`config.mk`:
```
export PLATFORM = sky130hd
export DESIGN_NAME = temp_acc_ctrl_flat
export DESIGN_NICKNAME = d
export VERILOG_FILES = /design/src/rtl/temp_ctrl_pkg.sv /design/src/rtl/temp_acc_ctrl_if.sv /design/src/rtl/temp_lane_add.sv /design/src/rtl/temp_acc_ctrl.sv /design/src/flat_wrapper.sv
export SDC_FILE = /design/constraint.sdc
export NUM_CORES = 1
export LEC_CHECK = 0
export BUFFER_PORTS_ARGS = -buffer_cell sky130_fd_sc_hd__buf_2
export CORE_MARGIN = 2
export CORE_UTILIZATION = 40
export CTS_CLUSTER_SIZE = 25
export DETAILED_ROUTE_END_ITERATION = 8
export GPL_TIMING_DRIVEN = 0
export MAX_ROUTING_LAYER = met4
export PLACE_DENSITY = 0.67
export SETUP_SLACK_MARGIN = 0.02
export SYNTH_ARGS = -nofsm -noshare
export SYNTH_HDL_FRONTEND = slang
export SYNTH_HIERARCHICAL = 1
export SYNTH_SLANG_ARGS = --single-unit
```
`constraint.sdc`:
```
create_clock -name clk_i -period 10.6 [get_ports clk_i]
set_input_delay 2.12 -clock clk_i [delete_from_list [all_inputs] [get_ports clk_i]]
set_output_delay 2.12 -clock clk_i [all_outputs]
set_load 0.02 [all_outputs]
```
`src/rtl/temp_ctrl_pkg.sv`:
```
// temp_ctrl_pkg: FSM state encoding and lane geometry defaults for temp_acc_ctrl
package temp_ctrl_pkg;
  typedef enum logic [2:0] {S_IDLE, S_ACCEPT, S_READ, S_ADD, S_WRITE, S_DONE} state_t;
  localparam int LANE_W_DEF = 16;
  localparam int LANES_DEF  = 4;
endpackage

```
`src/rtl/temp_acc_ctrl_if.sv`:
```
// temp_acc_ctrl_if: upstream stream, result stream and temp BRAM port of temp_acc_ctrl
interface temp_acc_ctrl_if #(
  parameter int DATA_WIDTH = 64,
  parameter int ADDR_WIDTH = 3
);
  logic                  in_valid_i;
  logic [DATA_WIDTH-1:0] in_data_i;
  logic                  in_ready_o;
  logic                  out_valid_o;
  logic [DATA_WIDTH-1:0] out_data_o;
  logic                  rd_temp_en_o;
  logic                  wr_temp_en_o;
  logic [ADDR_WIDTH-1:0] temp_addr_o;
  logic [DATA_WIDTH-1:0] temp_wdata_o;
  logic [DATA_WIDTH-1:0] temp_rdata_i;
  modport slave (
    input  in_valid_i, in_data_i, temp_rdata_i,
    output in_ready_o, out_valid_o, out_data_o, rd_temp_en_o, wr_temp_en_o, temp_addr_o, temp_wdata_o
  );
  modport master (
    output in_valid_i, in_data_i, temp_rdata_i,
    input  in_ready_o, out_valid_o, out_data_o, rd_temp_en_o, wr_temp_en_o, temp_addr_o, temp_wdata_o
  );
endinterface

```
`src/rtl/temp_lane_add.sv`:
```
// temp_lane_add: one signed lane add; saturating when TEMP_ACC_SAT_EN is defined, wrapping otherwise
module temp_lane_add #(
  parameter int LANE_W = 16
) (
  input  logic [LANE_W-1:0] i_a,
  input  logic [LANE_W-1:0] i_b,
  output logic [LANE_W-1:0] o_y
);
`ifdef TEMP_ACC_SAT_EN
  localparam logic [LANE_W-1:0] MAX_V = {1'b0, {(LANE_W-1){1'b1}}};
  localparam logic [LANE_W-1:0] MIN_V = {1'b1, {(LANE_W-1){1'b0}}};
  logic [LANE_W:0] w_full;
  assign w_full = {i_a[LANE_W-1], i_a} + {i_b[LANE_W-1], i_b};
  // overflow shows as the extended sign disagreeing with the lane sign
  assign o_y = (w_full[LANE_W] != w_full[LANE_W-1]) ? (w_full[LANE_W] ? MIN_V : MAX_V) : w_full[LANE_W-1:0];
`else
  assign o_y = i_a + i_b;
`endif
endmodule

```
`src/rtl/temp_acc_ctrl.sv`:
```
// temp_acc_ctrl: multi-pass lane-wise accumulator over a temp BRAM (optional saturation: TEMP_ACC_SAT_EN)
module temp_acc_ctrl
  import temp_ctrl_pkg::*;
#(
  parameter int DATA_WIDTH = 64,
  parameter int ADDR_WIDTH = 3,
  parameter int LANE_W     = LANE_W_DEF
) (
  input  logic       clk_i,
  input  logic       rst_i,
  input  logic       start_i,
  input  logic [3:0] num_pass_i,
  output logic       busy_o,
  output logic       done_o,
  temp_acc_ctrl_if.slave bus
);
  localparam int LANES = DATA_WIDTH / LANE_W;
  state_t                r_state, w_next;
  logic [3:0]            r_num_pass, r_pass;
  logic [ADDR_WIDTH-1:0] r_addr;
  logic [DATA_WIDTH-1:0] r_in, r_sum, w_sum, w_wdata;
  logic                  w_last_pass, w_last_word;
  assign w_last_pass = r_pass == r_num_pass - 4'd1;
  assign w_last_word = &r_addr;
  assign w_wdata     = (r_pass == 4'd0) ? r_in : r_sum;
  genvar i;
  for (i = 0; i < LANES; i++) begin : g_lane
    temp_lane_add #(.LANE_W(LANE_W)) u_add (
      .i_a(r_in[i*LANE_W +: LANE_W]),
      .i_b(bus.temp_rdata_i[i*LANE_W +: LANE_W]),
      .o_y(w_sum[i*LANE_W +: LANE_W])
    );
  end
  // state register
  always_ff @(posedge clk_i or posedge rst_i)
    if (rst_i) r_state <= S_IDLE;
    else       r_state <= w_next;
  // next-state: pass 0 skips the read-modify part of the word loop
  always_comb begin
    w_next = r_state;
    case (r_state)
      S_IDLE:   w_next = start_i ? S_ACCEPT : S_IDLE;
      S_ACCEPT: w_next = bus.in_valid_i ? ((r_pass == 4'd0) ? S_WRITE : S_READ) : S_ACCEPT;
      S_READ:   w_next = S_ADD;
      S_ADD:    w_next = S_WRITE;
      S_WRITE:  w_next = (w_last_pass && w_last_word) ? S_DONE : S_ACCEPT;
      default:  w_next = S_IDLE;
    endcase
  end
  // state-decoded outputs; data buses are forced to zero outside their valid cycles
  always_comb begin
    busy_o           = r_state != S_IDLE;
    done_o           = r_state == S_DONE;
    bus.in_ready_o   = r_state == S_ACCEPT;
    bus.rd_temp_en_o = r_state == S_READ;
    bus.wr_temp_en_o = r_state == S_WRITE;
    bus.temp_addr_o  = r_addr;
    bus.temp_wdata_o = (r_state == S_WRITE) ? w_wdata : '0;
    bus.out_valid_o  = (r_state == S_WRITE) && w_last_pass;
    bus.out_data_o   = ((r_state == S_WRITE) && w_last_pass) ? w_wdata : '0;
  end
  // job counters and data registers
  always_ff @(posedge clk_i or posedge rst_i)
    if (rst_i) begin
      r_num_pass <= '0;
      r_pass     <= '0;
      r_addr     <= '0;
      r_in       <= '0;
      r_sum      <= '0;
    end else begin
      if (r_state == S_IDLE && start_i) begin
        r_num_pass <= (num_pass_i == 4'd0) ? 4'd1 : num_pass_i;
        r_pass     <= '0;
        r_addr     <= '0;
      end
      if (r_state == S_ACCEPT && bus.in_valid_i) r_in <= bus.in_data_i;
      if (r_state == S_ADD) r_sum <= w_sum;
      if (r_state == S_WRITE) begin
        r_addr <= r_addr + 1'b1;
        if (w_last_word) r_pass <= r_pass + 4'd1;
      end
    end
endmodule

```
`src/flat_wrapper.sv`:
```
// flat-port wrapper written by rule: the top's interface ports become plain ports
module temp_acc_ctrl_flat import temp_ctrl_pkg::*;
#(
  parameter int DATA_WIDTH = 64,
  parameter int ADDR_WIDTH = 3,
  parameter int LANE_W     = LANE_W_DEF
)
  (clk_i, rst_i, start_i, num_pass_i, busy_o, done_o, bus_in_valid_i, bus_in_data_i, bus_temp_rdata_i, bus_in_ready_o, bus_out_valid_o, bus_out_data_o, bus_rd_temp_en_o, bus_wr_temp_en_o, bus_temp_addr_o, bus_temp_wdata_o);
  temp_acc_ctrl_if #(.DATA_WIDTH(DATA_WIDTH), .ADDR_WIDTH(ADDR_WIDTH)) bus_i ();
  input  logic clk_i;
  input  logic rst_i;
  input  logic start_i;
  input  logic [3:0] num_pass_i;
  output logic busy_o;
  output logic done_o;
  input wire logic [$bits(bus_i.in_valid_i)-1:0] bus_in_valid_i;
  input wire logic [$bits(bus_i.in_data_i)-1:0] bus_in_data_i;
  input wire logic [$bits(bus_i.temp_rdata_i)-1:0] bus_temp_rdata_i;
  output wire logic [$bits(bus_i.in_ready_o)-1:0] bus_in_ready_o;
  output wire logic [$bits(bus_i.out_valid_o)-1:0] bus_out_valid_o;
  output wire logic [$bits(bus_i.out_data_o)-1:0] bus_out_data_o;
  output wire logic [$bits(bus_i.rd_temp_en_o)-1:0] bus_rd_temp_en_o;
  output wire logic [$bits(bus_i.wr_temp_en_o)-1:0] bus_wr_temp_en_o;
  output wire logic [$bits(bus_i.temp_addr_o)-1:0] bus_temp_addr_o;
  output wire logic [$bits(bus_i.temp_wdata_o)-1:0] bus_temp_wdata_o;
  assign bus_i.in_valid_i = bus_in_valid_i;
  assign bus_i.in_data_i = bus_in_data_i;
  assign bus_i.temp_rdata_i = bus_temp_rdata_i;
  assign bus_in_ready_o = bus_i.in_ready_o;
  assign bus_out_valid_o = bus_i.out_valid_o;
  assign bus_out_data_o = bus_i.out_data_o;
  assign bus_rd_temp_en_o = bus_i.rd_temp_en_o;
  assign bus_wr_temp_en_o = bus_i.wr_temp_en_o;
  assign bus_temp_addr_o = bus_i.temp_addr_o;
  assign bus_temp_wdata_o = bus_i.temp_wdata_o;
  temp_acc_ctrl #(.DATA_WIDTH(DATA_WIDTH), .ADDR_WIDTH(ADDR_WIDTH), .LANE_W(LANE_W)) u_core (.clk_i(clk_i), .rst_i(rst_i), .start_i(start_i), .num_pass_i(num_pass_i), .busy_o(busy_o), .done_o(done_o), .bus(bus_i));
endmodule
```
* Yosys cells after proc, flatten, opt, wreduce, memory -nomap -nowiden
Cells that the tools add are included.
Operators by class: add/subtract/negate cells 7, reductions and logical operators 10, muxes and demuxes 14, equal/unequal tests 6
Operators by type and width (number):
- 64-bit two-way mux | 3
- 16-bit adder | 4
- 4-bit two-way mux | 4
- 3-bit two-way mux | 5
- 3-bit one-hot mux with 5 select lines | 1
- 4-bit logical NOT | 2
- 3-bit by 2-bit equality test with 1-bit output (second input constant) | 2
- 3-bit equality test (second input constant) | 2
- 4-bit by 1-bit adder with 4-bit output (second input constant) | 1
- 4-bit equality test | 1
- 1-bit logical AND | 4
- 4-bit by 1-bit subtractor with 4-bit output (second input constant) | 1
- 3-bit by 1-bit adder with 3-bit output (second input constant) | 1
- 3-bit by 1-bit equality test with 1-bit output (second input constant) | 1
- 3-bit logical NOT | 1
- 3-bit AND reduction | 1
- 3-bit nonzero test | 1
- 2-bit nonzero test | 1
- 1-bit two-way mux | 1
Word-level totals: bits of input ports 136, bits in registers 142, output and inout port bits 137, word-level logic and storage cells 43

* Depth between registers and ports, before layout
depth after elaboration 5, depth in mapped cells 8, gate-level depth less buffers 8

* Cells and area by module
The synthesis kept the hierarchy.
Modules (own cells, without submodules):
- temp_acc_ctrl | area each 6866.6 um2, instances 1, cells each 569, seq. area each 3553.4 um2
- temp_lane_add (u_core.g_lane[0].u_add ...) | area each 805.8 um2, instances 3, cells each 104, seq. area each 0.0 um2
- temp_lane_add (u_core.g_lane[3].u_add) | area each 809.5 um2, instances 1, cells each 104, seq. area each 0.0 um2

* Least setup slack after synthesis
No wires, ideal clock.
path kind register -> output, from register u_core.r_pass[0], to output bus_temp_wdata_o[54], buffers on the path 2, arrival 1888 ps, setup slack 6592 ps, required time 8480 ps, stages on the path, launching flop included 8, cell sequence dfrtp_1 -> inv_1 -> ha_1 -> nor3b_1 -> buf_2 -> buf_2 -> mux2i_1 -> nor2_1
On the way: word-level cells in the longest chain between the ends 3
RTL lines:
- from (decl) | RTL line temp_acc_ctrl.sv:19 | logic [3:0] r_num_pass, r_pass;
- from (signal assigned) | RTL line temp_acc_ctrl.sv:80 | if (w_last_word) r_pass <= r_pass + 4'd1;
- 4-bit logical NOT | RTL line temp_acc_ctrl.sv:25 | assign w_wdata = (r_pass == 4'd0) ? r_in : r_sum;
- 64-bit two-way mux | RTL line temp_acc_ctrl.sv:25
- 64-bit two-way mux | RTL line temp_acc_ctrl.sv:58 | bus.temp_wdata_o = (r_state == S_WRITE) ? w_wdata : '0;
- to (decl) | RTL line flat_wrapper.sv:25 | output wire logic [$bits(bus_i.temp_wdata_o)-1:0] bus_temp_wdata_o;
Every way passes these cells.

* Worst setup path after layout
from register u_core.r_pass[0], to output bus_temp_wdata_o[57]
The elaborated chain is that of the path after synthesis.

==> flow_metrics.env <==
export IMPL_start_util=0.404
export IMPL_synth_warnings=6
export IMPL_cp_required_ns=8.48
export IMPL_total_power_w=0.00353
export IMPL_place_congestion=0.868
export IMPL_clock_sinks=142
export IMPL_path_cells="inv_1 -> ha_1 -> nor3b_1 -> buf_2 -> buf_2 -> mux2i_1 -> nor2_1 -> buf_2"
export IMPL_die_area_um2=26500
export IMPL_p_per_area_nw_per_um2=281
export IMPL_cts_tree="done"
export IMPL_yosysUniqueCellTypes=55
export IMPL_yosysTopAreaCellShare=0.352
export IMPL_relSlewSlack=0.437
export IMPL_yosys_most_used_dff="dfrtp_1"
export IMPL_clk_path_buf_depth=2
export IMPL_rows=58
export IMPL_reg2reg_depth=8
export IMPL_min_from="u_core/r_sum[0]$_DFFE_PP0N_"
export IMPL_fin_cells=1623
export IMPL_die_h_um=163
export IMPL_fin_skew_ns=0.0134
export IMPL_clkPwrFrac=0.187
export IMPL_status="finished clean"
export IMPL_cap_violations=0
export IMPL_fill_cells=2384
export IMPL_tightest_slew_ns=0.845
export IMPL_holdPathEnd="u_core/r_sum[0]$_DFFE_PP0N_"
export IMPL_clock_latency_ns=0.42
export IMPL_synth_seq_cells=142
export IMPL_worstPathMaxFanout=10
export IMPL_arrival_ns=2.95
export IMPL_post_route_min_period_ns=5.07
export IMPL_groute_usage_overall=0.202
export IMPL_ys_seq_area_frac=0.352
export IMPL_antenna_found_initial=2
export IMPL_first_global_vias=8131
export IMPL_tns_ns=0
export IMPL_drtAntennaViolNets=0
export IMPL_leakagePower_nw=6.44
export IMPL_grt_max_degree=73
export IMPL_vias_per_cell=5.19
export IMPL_setup_viol=0
export IMPL_rsz0062_at_grt="no"
export IMPL_cts_buffers=17
export IMPL_p_switching_w=0.00144
export IMPL_dp_hpwl_mm=20.1
export IMPL_worst_hold_slack_ns=0.506
export IMPL_seqPwrFrac=0.281
export IMPL_place_inst=1588
export IMPL_fin_crit_sh=0.479
export IMPL_timing_fmax_mhz=197
export IMPL_ir_drop_mv=0.111
export IMPL_area_growth_pct=24.3
export IMPL_pwr_share_comb=0.532
export IMPL_cts_clk_slew_worst_paths_ns=0.06
export IMPL_first_pass_iters=4
export IMPL_wire_per_inst_um=16.4
export IMPL_synth_nets=1190
export IMPL_cpMostUsedCell="buf_2"
export IMPL_r2r_slack_ns=8.18
export IMPL_io_pins=273
export IMPL_vias=8418
export IMPL_cts_setup_buffers=0
export IMPL_slew_violations=0
export IMPL_min_path_type="reg -> reg"
export IMPL_start_kind="register"
export IMPL_critPathSlowestCell="mux2i_1"
export IMPL_reg2reg_from="u_core/r_in[0]$_DFFE_PP0P_"
export IMPL_grt_ovfl_total=0
export IMPL_htreeDepth=4
export IMPL_syn_area_per_cell_um2=10.2
export IMPL_swShare=0.409
export IMPL_synthTopCellsByArea="dfrtp_1 (35%), mux2_2 (15%), ha_1 (8.1%)"
export IMPL_yosysTopAreaCell="dfrtp_1"
export IMPL_syn_inst=985
export IMPL_cts_hold_fix_buffers=0
export IMPL_rr_endpoint="u_core/r_sum[12]$_DFFE_PP0N_"
export IMPL_p_int_w=0.00208
export IMPL_portBuffers=272
export IMPL_grt_pass1_wl_mm=41.3
export IMPL_cts_root_buf="clkbuf_16"
export IMPL_holdPathStages=1
export IMPL_fin_nets=1482
export IMPL_drt_total_wl_mm=26.6
export IMPL_synth_edff_count=0
export IMPL_postSynth_asyncResetShare=1.00
export IMPL_core_area_um2=25000
export IMPL_hold_viol_final=0
export IMPL_drtIter0Drc=332
export IMPL_post_cts_resized=0
export IMPL_syn_area_um2=10100
export IMPL_critPathKind="reg -> out"
export IMPL_drive_gt1_frac=0.422
export IMPL_max_stage_delay_ns=0.45
export IMPL_crit_path_start="u_core/r_pass[0]$_DFF_PP0_"
export IMPL_fp_dieW_um=163
export IMPL_crit_path_end_kind="output port"
export IMPL_drc=0
critical path, delay by kind of cell (launching register included):
family        cells  cell delay [ns]
mux               1             0.45
simple gates      2             0.41
buf+inv           4             1.08
fa+ha+maj         1             0.14
flops             1             0.44
state kept, by name, summed over array words and instances, names as in the netlist:
register and cells:
u_core/bus.temp_addr_o 3, u_core/r_in 64, u_core/r_num_pass 4, u_core/r_pass 4
u_core/r_state 3, u_core/r_sum 64
layout by cell type (no fill, tap or decap), types with 9 or more instances in the layout:
master     instances
mux2_2           130
dfrtp_1          142
a21o_1            20
o21ai_1           16
nand3_1           26
clkbuf_16         17
a21oi_1           54
clkbuf_1          11
nor2_1           134
xnor2_1           32
nor3_2            17
o21ai_0           17
buf_2            310
buf_4              9
ha_1              65
nand2_1           45
mux2i_1           73
xor2_1            26
nor2_4             9
metal layers:
layer  global-route usage  wire, um  vias to the layer above
li1                     -         -                     4117
met1                0.261     12200                     4055
met2                0.329     12700                      222
met3               0.0316      1220                       24
met4               0.0591       456                        0
met5                    -         0                        -
worst max-delay path by stage:
stage               slack, ns  cells after the start                                    end
finish                   5.53                      8                   bus_temp_wdata_o[57]
global route             5.29                      8                   bus_temp_wdata_o[57]
CTS                      5.40                      8                   bus_temp_wdata_o[57]
detailed placement       5.86                      8                   bus_temp_wdata_o[57]
global placement         2.67                      2           u_core/r_sum[21]$_DFFE_PP0N_
floorplan                4.67                      1  u_core/bus.temp_addr_o[0]$_DFFE_PP0P_
cells by family (layout without fill, tap and decap cells):
family / Yosys count / count (layout) / synth area share
simple gates: 274 / 274 / 0.141
flops: 142 / 142 / 0.352
xor+xnor: 58 / 58 / 0.0503
fa+ha+maj: 69 / 69 / 0.0885
compound gates: 167 / 167 / 0.112
buf+inv: 72 / 377 / 0.0389
other cells: 0 / 3 / 0
mux: 203 / 203 / 0.217
power by group through the flow:
stage | sequential (W) | clock (W) | combinational (W)
finish | 0.000991 | 0.000658 | 0.00188
global placement | 0.000991 | 0 | 0.00183
detailed placement | 0.00100 | 0 | 0.00187
CTS | 0.000992 | 0.000679 | 0.00188
floorplan | 0.000950 | 0 | 0.00150
global route | 0.00103 | 0.000704 | 0.00208
cells in the mapped netlist (10+ instances only):
library cell and number:
dfrtp_1 142, xor2_1 26, o21ai_1 16, nor2_1 134, ha_1 65, nor3_2 17
xnor2_1 32, nand2_1 45, clkbuf_1 10, buf_2 38, mux2i_1 73, a21oi_1 54
o21ai_0 17, nand3_1 26, a21o_1 20, mux2_2 130
cell type report:
cell class | count | area [um^2] | area share
plain buffers | 64 | 363 | 0.0289
flip-flops and latches | 142 | 3550 | 0.283
inverters | 8 | 35.0 | 0.00279
clock inverters | 12 | 183 | 0.0146
multi-input cells | 771 | 6150 | 0.490
diodes | 3 | 7.51 | 0.000598
clock buffers | 20 | 457 | 0.0364
repair buffers | 273 | 1390 | 0.111
well taps | 330 | 413 | 0.0329
through the flow:
step                utilization  instance area, um^2  worst slack, ns
finish                    0.503                12500             5.53
CTS                       0.502                12500             5.40
global route              0.503                12500             5.29
floorplan                     -                10100             4.67
detailed placement        0.477                11900             5.86
global placement          0.475                11900             2.67
No activity file was read; power rests on OpenSTA's default activity.
